==> src/rtl/param_counter.sv <==
// ============================================================================
// Module   : param_counter
// Brief    : Up/down modulus counter with load, saturate/wrap mode, terminal
//            count, wrap pulse and sticky overflow. Optional capture port set
//            enabled by macro PARAM_COUNTER_CAPTURE_EN.
// Revision : 1.0 - initial release
// ============================================================================
`default_nettype none

module param_counter #(
  parameter int WIDTH     = 16,
  parameter int RESET_VAL = 0
) (
  input  logic             clk,
  input  logic             reset,
  input  logic             en,
  input  logic             up,
  input  logic             load,
  input  logic [WIDTH-1:0] load_val,
  input  logic [WIDTH-1:0] max_val,
  input  logic             sat,
  input  logic             clr_ovf,
  output logic [WIDTH-1:0] count,
  output logic             tc,
  output logic             wrap,
`ifdef PARAM_COUNTER_CAPTURE_EN
  input  logic             capture,
  output logic [WIDTH-1:0] cap_val,
  output logic             cap_valid,
`endif
  output logic             ovf
);

  localparam logic [WIDTH-1:0] c_reset_val = WIDTH'(RESET_VAL);
  localparam logic [WIDTH-1:0] c_one       = WIDTH'(1);
  localparam logic [WIDTH-1:0] c_zero      = '0;

  logic [WIDTH-1:0] count_q, count_d;
  logic             wrap_q, wrap_d;
  logic             ovf_q, ovf_d;

  assign tc = en & ((up & (count_q >= max_val)) | (~up & (count_q == c_zero)));

  always_comb begin
    count_d = count_q;
    wrap_d  = 1'b0;
    ovf_d   = ovf_q;
    if (clr_ovf) begin
      ovf_d = 1'b0;
    end
    if (load) begin
      count_d = load_val;
    end else if (en) begin
      if (up) begin
        if (count_q >= max_val) begin
          count_d = sat ? max_val : c_zero;
          wrap_d  = 1'b1;
          ovf_d   = 1'b1;
        end else begin
          count_d = count_q + c_one;
        end
      end else begin
        // Values above max_val still count down normally; only zero is terminal.
        if (count_q == c_zero) begin
          count_d = sat ? c_zero : max_val;
          wrap_d  = 1'b1;
          ovf_d   = 1'b1;
        end else begin
          count_d = count_q - c_one;
        end
      end
    end
  end

  always_ff @(posedge clk or posedge reset) begin
    if (reset) begin
      count_q <= c_reset_val;
      wrap_q  <= 1'b0;
      ovf_q   <= 1'b0;
    end else begin
      count_q <= count_d;
      wrap_q  <= wrap_d;
      ovf_q   <= ovf_d;
    end
  end

  assign count = count_q;
  assign wrap  = wrap_q;
  assign ovf   = ovf_q;

`ifdef PARAM_COUNTER_CAPTURE_EN
  logic [WIDTH-1:0] cap_val_q;
  logic             cap_valid_q;

  // Captures the pre-edge count regardless of load or terminal activity.
  always_ff @(posedge clk or posedge reset) begin
    if (reset) begin
      cap_val_q   <= c_zero;
      cap_valid_q <= 1'b0;
    end else begin
      if (capture) begin
        cap_val_q <= count_q;
      end
      cap_valid_q <= capture;
    end
  end

  assign cap_val   = cap_val_q;
  assign cap_valid = cap_valid_q;
`endif

endmodule

`default_nettype wire

==> config.mk <==
export PLATFORM = sky130hd
export DESIGN_NAME = param_counter
export DESIGN_NICKNAME = d
export VERILOG_FILES = /design/src/rtl/param_counter.sv
export SDC_FILE = /design/constraint.sdc
export NUM_CORES = 1
export LEC_CHECK = 0
export ABC_AREA = 1
export CAP_MARGIN = 30
export CORE_UTILIZATION = 55
export CTS_CLUSTER_SIZE = 16
export DETAILED_ROUTE_END_ITERATION = 12
export GPL_TIMING_DRIVEN = 0
export PLACE_DENSITY = 0.85
export SKIP_CTS_REPAIR_TIMING = 1
export SYNTH_ARGS = -nofsm -noshare
export SYNTH_HDL_FRONTEND = slang
export SYNTH_SLANG_ARGS = --single-unit
==> constraint.sdc <==
create_clock -name clk -period 4.4 [get_ports clk]
set_input_delay 0.88 -clock clk [delete_from_list [all_inputs] [get_ports clk]]
set_output_delay 0.88 -clock clk [all_outputs]
set_load 0.02 [all_outputs]
==> impl_metrics.yaml, run 1 <==
timing:
  hold_violations: 0
  worst_pin_slew_ns: 0.7923
  rsz0062_at_grt: "no"
  max_freq_mhz: 250.4
  setup_tns_ns: 0
  period_minus_slack_ns: 3.994
  period_share: 0.9078
  finalSetupViolCount: 0
  slew_viol_final: 0
  final.setup_skew_ns: 0.008384
  timing.slew.headroom: 0.4712
yosys:
  syn_area_um2: 2888
  synth.top_cells.by_count: "nand2_1 (176), nor2_1 (60), nand3_1 (55)"
  synth.most_common_cell: "nand2_1"
  synth-edff-count: 0
  yosys_warnings: 0
  synth_area_leaders: "nand2_1 (23%), dfrtp_1 (16%), nand3_1 (9.5%)"
  synth_top_family_by_area: "simple AND/OR/NAND/NOR gates"
  ys_async_sr_fraction: 1.000
  yosysUniqueCellTypes: 32
  synth-compound-area-share: 0.06716
  synthFlopType: "dfrtp_1"
  synth-xor-area-share: 0.04246
  ys_ff_latch: 18
  yosysTopAreaCell: "nand2_1"
  synthAdderAreaFrac: 0.08232
  yosysSeqAreaShare: 0.1560
  synthSimpleGateAreaFrac: 0.5316
  synth.area.mux_share: 0
  syn_avg_cell_area_um2: 5.787
  synth_top_area_frac: 0.2288
  netlist_instances: 499
  synth.net_count: 557
grt:
  antenna_found_initial: 0
  grtUsageTotal: 0.3625
  use_met1: 0.4758
  grt_start_max_net_pins: 19
  grt_pass1_vias: 3238
  grt_use_met2: 0.5786
  grt_remaining_overflow: 0
  globalRouteMet3Util: 0.07859
  grt_pass1_wl_um: 15240
  top_usage_layer: "met2"
critical_path:
  worst_r2r_endpoint: "count[2]"
  crit_family: "simple AND/OR/NAND/NOR gates"
  start_kind: "input pin"
  worst-path-buf-inv: 4
  cpMaxStageDelayCell: "clkdlybuf4s50_1"
  path_class: "in -> out"
  required_ns: 3.52
  crit_path_end: "tc"
  cp-end-kind: "output pin"
  cp.arrival_ns: 3.11
  crit_path_start: "max_val[7]"
  worstRegToRegCells: 14
  reg2reg_from: "count[0]"
  cp_cell_sequence: "clkdlybuf4s50_1, inv_1, ha_1, a21oi_1, nand2_1, nor2_1, nand2_1, nand2_2, nand3_1, nand3_1, inv_1, dlymetal6s2s_1"
  r2r_slack_ns: 2.10
  max_stage_delay_ns: 0.50
  crit_fanout: 9
  cp.depth: 12
drt:
  initialDrtViolationCount: 249
  drt-total-wl_um: 9266
  vias: 3429
  detail_route.vias_per_cell: 5.452
  routedWlPerCell_um: 14.73
  postRouteAntennaNets: 0
  firstDrtPassIters: 5
  drc_errors: 0
clock_network:
  clk_pin_slew_ns: 0.08
  cts_tree: "done"
  cts_buffers: 3
  cts_buffer_depth: 2
  cts_root_buf: "clkbuf_8"
  htreeDepth: 1
  clkLatencyLatePin_ns: 0.27
  cts_sinks: 18
floorplan:
  die_x_um: 74.46
  die_h_um: 74.46
  io_pins: 58
  core_area_um2: 5075
  start_util: 0.5690
  fp-row-count: 26
  dieArea_um2: 5544
cells_and_area:
  fillerInstances: 469
  area_growth_syn_to_layout_pct: 24.44
  fin_nets: 618
  multiInputGateArea_um2: 2090
  final_layout_size_suffix_gt1_frac: 0.1002
  antenna_cells: 0
  seq_area_um2: 450.4
pwr:
  finalPower_mw: 0.9643
  power_density_nw_per_um2: 268.3
  power.leakage_nw: 1.833
  ir_worst_vdd_uv: 160.7
placement:
  numPortBuffers: 56
  place.gp.congestion: 1.036
  detailed_place_hpwl_um: 7192
run:
  maxCapViolCount: 0
hold_path:
  hp-class: "reg -> reg"
run_status:
  outcome: "finished clean"
-- worst reg2reg max path: cells and delay by family, from the launching register on --
family	cells	cell delay, ns
buffers and inverters	2	0.44
AND/OR/NAND/NOR	11	0.94
flip-flops	1	0.48
adder cells (fa/ha/maj)	1	0.31
-- cells in the final DEF, fill, tap and decap left out --
master | Yosys | layout
nand2_1 | 176 | 176
nor2_1 | 60 | 60
nand3_1 | 55 | 55
clkdlybuf4s50_1 | 0 | 55
inv_1 | 54 | 54
ha_1 | 19 | 19
dfrtp_1 | 18 | 18
nand4_1 | 13 | 13
a21oi_1 | 11 | 11
o21ai_1 | 10 | 10
xor2_1 | 9 | 9
nor2_2 | 9 | 9
buf_2 | 8 | 8
clkbuf_1 | 8 | 8
nor2_4 | 7 | 7
a21oi_2 | 7 | 7
nand2_2 | 6 | 6
xnor2_1 | 5 | 5
buf_4 | 4 | 4
clkbuf_8 | 0 | 4
buf_6 | 3 | 3
nor3_1 | 3 | 3
clkinv_1 | 2 | 2
nor2_8 | 2 | 2
nor3_4 | 1 | 1
nand4_4 | 1 | 1
o21ai_0 | 1 | 1
nand3_2 | 1 | 1
nand2_4 | 1 | 1
inv_2 | 1 | 1
o21ai_2 | 1 | 1
and2_1 | 1 | 1
a22oi_1 | 1 | 1
o22ai_1 | 1 | 1
dlymetal6s2s_1 | 0 | 1
-- routing by layer --
metal  part of all wire  vias to the layer above
li1                   -                     1688
met1               0.44                     1559
met2               0.46                      165
met3              0.081                       17
met4              0.021                        0
met5                  0                        -
-- logic make-up after synthesis --
group / count (synthesis)
adder cells (fa/ha/maj): 19
AND/OR/NAND/NOR: 336
flip-flops: 18
AO/OA/AOI/OAI: 32
XOR/XNOR: 14
buffers and inverters: 80
-- flip-flops by register name, indices dropped and copies added, names as in the netlist --
| signal | flops |
|---|---|
| wrap | 1 |
| ovf | 1 |
| count | 16 |
-- area by class of cell --
class | instances | share of cell area
flip-flops and latches | 18 | 0.1253
repair buffers | 56 | 0.1567
multi-input cells | 401 | 0.5815
inverters | 57 | 0.05954
clock buffers | 4 | 0.01532
well taps | 70 | 0.02437
plain buffers | 23 | 0.03726
-- where the power goes --
part / internal [mW] / switching, mW
Clock: 0.0799 / 0.0714
Combinational: 0.233 / 0.352
Sequential: 0.189 / 0.0387
Total: 0.502 / 0.462
-- through the flow --
stage | instance area, um2 | util | hold WS, ns | instances | setup WS (ns)
4_1_cts | 3591 | 0.7076 | 0.5566 | 629 | 0.1022
3_5_place_dp | 3536 | 0.6967 | 0.5402 | 625 | 0.1199
2_1_floorplan | 2888 | - | 0.6249 | 499 | 1.513
6_report | 3593 | 0.7081 | 0.5515 | 629 | 0.4059
5_1_grt | 3593 | 0.7081 | 0.5776 | 629 | 0.3249
3_3_place_gp | 3536 | 0.6967 | 0.5329 | 625 | 0.1349
-- worst min-delay path by stage --
| stage | slack [ns] | to | from | cells past startpoint |
|---|---|---|---|---|
| floorplan | 0.62 | ovf | ovf | 2 |
| global placement | 0.53 | ovf | ovf | 2 |
| detailed placement | 0.54 | ovf | ovf | 2 |
| CTS | 0.56 | ovf | ovf | 2 |
| global route | 0.58 | ovf | ovf | 2 |
| finish | 0.55 | ovf | ovf | 2 |
(Power assumes the default switching activity.)
==> run 2: changes to the inputs <==
--- a/config.mk
+++ b/config.mk
@@ -5,13 +5,13 @@
 export SDC_FILE = /design/constraint.sdc
 export NUM_CORES = 1
 export LEC_CHECK = 0
-export ABC_AREA = 1
 export CAP_MARGIN = 30
 export CORE_UTILIZATION = 55
+export CTS_CLUSTER_DIAMETER = 100
 export CTS_CLUSTER_SIZE = 16
 export DETAILED_ROUTE_END_ITERATION = 12
 export GPL_TIMING_DRIVEN = 0
-export PLACE_DENSITY = 0.85
+export PLACE_DENSITY = 0.88
 export SKIP_CTS_REPAIR_TIMING = 1
 export SYNTH_ARGS = -nofsm -noshare
 export SYNTH_HDL_FRONTEND = slang
==> run 2 against run 1 <==
Largest cell class unchanged. Hold slack worse by 0.0041 ns. Synthesized area down 19%. Critical endpoint unchanged. Wire length down 14%. Sequential power down 2%. Largest power group unchanged. Fmax down 7.2%. Non-clock buffer count down 4. Clock skew down 0.0064 ns. Setup slack worse by 0.31 ns.
==> impl_metrics.yaml, run 2 <==
run_status:
  outcome: "finished clean"
yosys:
  yosysUniqueCellTypes: 48
  synth.net_count: 378
  netlist_instances: 320
  ys_ff_latch: 18
  syn_area_um2: 2352
  synth-edff-count: 0
  ys_async_sr_fraction: 1.000
  yosys_warnings: 0
  synth_top_area_frac: 0.1915
  synth_area_leaders: "dfrtp_1 (19%), ha_1 (10%), xnor2_1 (5.2%)"
  syn_avg_cell_area_um2: 7.351
  yosysSeqAreaShare: 0.1915
  synthFlopType: "dfrtp_1"
  synth.most_common_cell: "nand2_1"
  yosysTopAreaCell: "dfrtp_1"
  synth.top_cells.by_count: "nand2_1 (30), nor2_1 (26), inv_1 (24)"
grt:
  grt_pass1_wl_um: 12060
  antenna_found_initial: 0
  grtUsageTotal: 0.3674
  grt_pass1_vias: 2363
  grt_start_max_net_pins: 19
  grt_remaining_overflow: 0
timing:
  worst_pin_slew_ns: 0.8535
  final.setup_skew_ns: 0.001935
  timing.slew.headroom: 0.4304
  slew_viol_final: 0
  period_share: 0.9785
  finalSetupViolCount: 0
  timing.hold.ws_ns: 0.5474
  rsz0062_at_grt: "no"
  max_freq_mhz: 232.3
  hold_violations: 0
  period_minus_slack_ns: 4.306
hold_path:
  hp-class: "reg -> reg"
placement:
  numPortBuffers: 55
  place.gp.congestion: 0.9271
  detailed_place_hpwl_um: 5680
drt:
  detail_route.vias_per_cell: 6.280
  initialDrtViolationCount: 241
  drt-total-wl_um: 7932
  routedWlPerCell_um: 18.49
  vias: 2694
  postRouteAntennaNets: 0
  drc_errors: 0
  firstDrtPassIters: 5
clock_network:
  cts_buffers: 3
  htreeDepth: 1
  clkLatencyLatePin_ns: 0.27
  cts_root_buf: "clkbuf_8"
  cts_buffer_depth: 2
  cts_tree: "done"
  cts_sinks: 18
  clk_pin_slew_ns: 0.09
cells_and_area:
  area_growth_syn_to_layout_pct: 29.89
  fillerInstances: 328
  utilization: 0.7530
  largest_reg_flops: 16
  fin_nets: 438
  final_common_cell: "clkdlybuf4s50_1"
  final_layout_size_suffix_gt1_frac: 0.06860
  layout_common_cells: "clkdlybuf4s50_1 (55), nand2_1 (30), nor2_1 (26)"
  antenna_cells: 0
critical_path:
  crit_fanout: 8
  cp-end-kind: "output pin"
  start_kind: "input pin"
  cp.arrival_ns: 3.43
  required_ns: 3.52
  path_class: "in -> out"
pwr:
  power.leakage_nw: 1.241
  power_density_nw_per_um2: 265.6
  ir_worst_vdd_uv: 158.9
floorplan:
  die_h_um: 67.40
  start_util: 0.5797
  die_x_um: 67.40
  core_area_um2: 4058
  io_pins: 58
  dieArea_um2: 4542
  fp-row-count: 23
run:
  maxCapViolCount: 0
## run 2: cell count changes after synthesis, sizes merged, moves of 11 or more
cell and delta:
o21ai +17, nor2 -52, nand2 -152, inv -31
nand3 -43, nor3 +11
## run 2: cell type report
class                   count  area, um2  area share
multi-input cells         258       1750      0.5729
repair buffers             55      550.5      0.1802
well taps                  50      62.56     0.02048
plain buffers              20      96.34     0.03153
clock buffers               4      55.05     0.01802
inverters                  24      90.09     0.02948
flip-flops and latches     18      450.4      0.1474
## run 2: final timing paths
kind                       slack (ns)         to  cells past startpoint   startpoint
max in group asynchronous        2.80  count[13]                      2        reset
hold reg to reg                  0.55        ovf                      2          ovf
min in group asynchronous        1.07       wrap                      2        reset
setup reg to reg                 1.58  count[15]                      9     count[0]
setup / recovery                 0.09         tc                      9  max_val[13]
hold / removal                   0.55        ovf                      2          ovf
## run 2: logic make-up after synthesis
| family | Yosys count | synth area share |
|---|---|---|
| xor gates and xnor gates | 26 | 0.09681 |
| buffers and inverters | 44 | 0.07926 |
| and+or+nand+nor | 123 | 0.2686 |
| AOI/OAI and AO/OA | 84 | 0.2346 |
| muxes | 6 | 0.02819 |
| DFF | 18 | 0.1915 |
| adders and majority gates | 19 | 0.1011 |
## run 2: metrics by stage
stage                     power [mW]  instances  setup TNS [ns]  cell area (um2)  setup WS, ns
after floorplan               0.4907        320               0             2352        0.9705
after global placement        0.6358        425         -0.1495             2965       -0.1495
after detailed placement      0.6436        425         -0.1664             2965       -0.1664
after CTS                     0.7949        429         -0.1773             3020       -0.1773
after global routing          0.8561        429               0             3055       0.01334
final                         0.8115        429               0             3055       0.09448
## run 2: critical path, stage by stage
cell and delay (ns):
clkdlybuf4s50_1 0.51, inv_1 0.06, ha_1 0.31, nand4_1 0.23, nor2_1 0.29, a22o_2 0.32, o31ai_4 0.12, nor2_1 0.10
clkdlybuf4s50_1 0.61
## run 2: metal layers
| metal | vias to the layer above | global-route usage | routed length [um] |
|---|---|---|---|
| li1 | 1273 | - | - |
| met1 | 1239 | 0.5296 | 3383 |
| met2 | 159 | 0.5688 | 3603 |
| met3 | 23 | 0.02534 | 715 |
| met4 | 0 | 0.1330 | 229 |
| met5 | - | 0 | 0 |
## run 2: report_power, final
part / switching, mW / leakage [nW] / internal, mW
clock network: 0.0736 / 0.0288 / 0.0800
logic: 0.243 / 0.998 / 0.192
registers: 0.0364 / 0.214 / 0.186
==> run 3: changes to the inputs <==
--- a/config.mk
+++ b/config.mk
@@ -13,6 +13,7 @@
 export GPL_TIMING_DRIVEN = 0
 export PLACE_DENSITY = 0.88
 export SKIP_CTS_REPAIR_TIMING = 1
+export SLEW_MARGIN = 20
 export SYNTH_ARGS = -nofsm -noshare
 export SYNTH_HDL_FRONTEND = slang
 export SYNTH_SLANG_ARGS = --single-unit
==> results of run 3 <==
No change in the layout: final DEF, timing and power equal those of run 2.
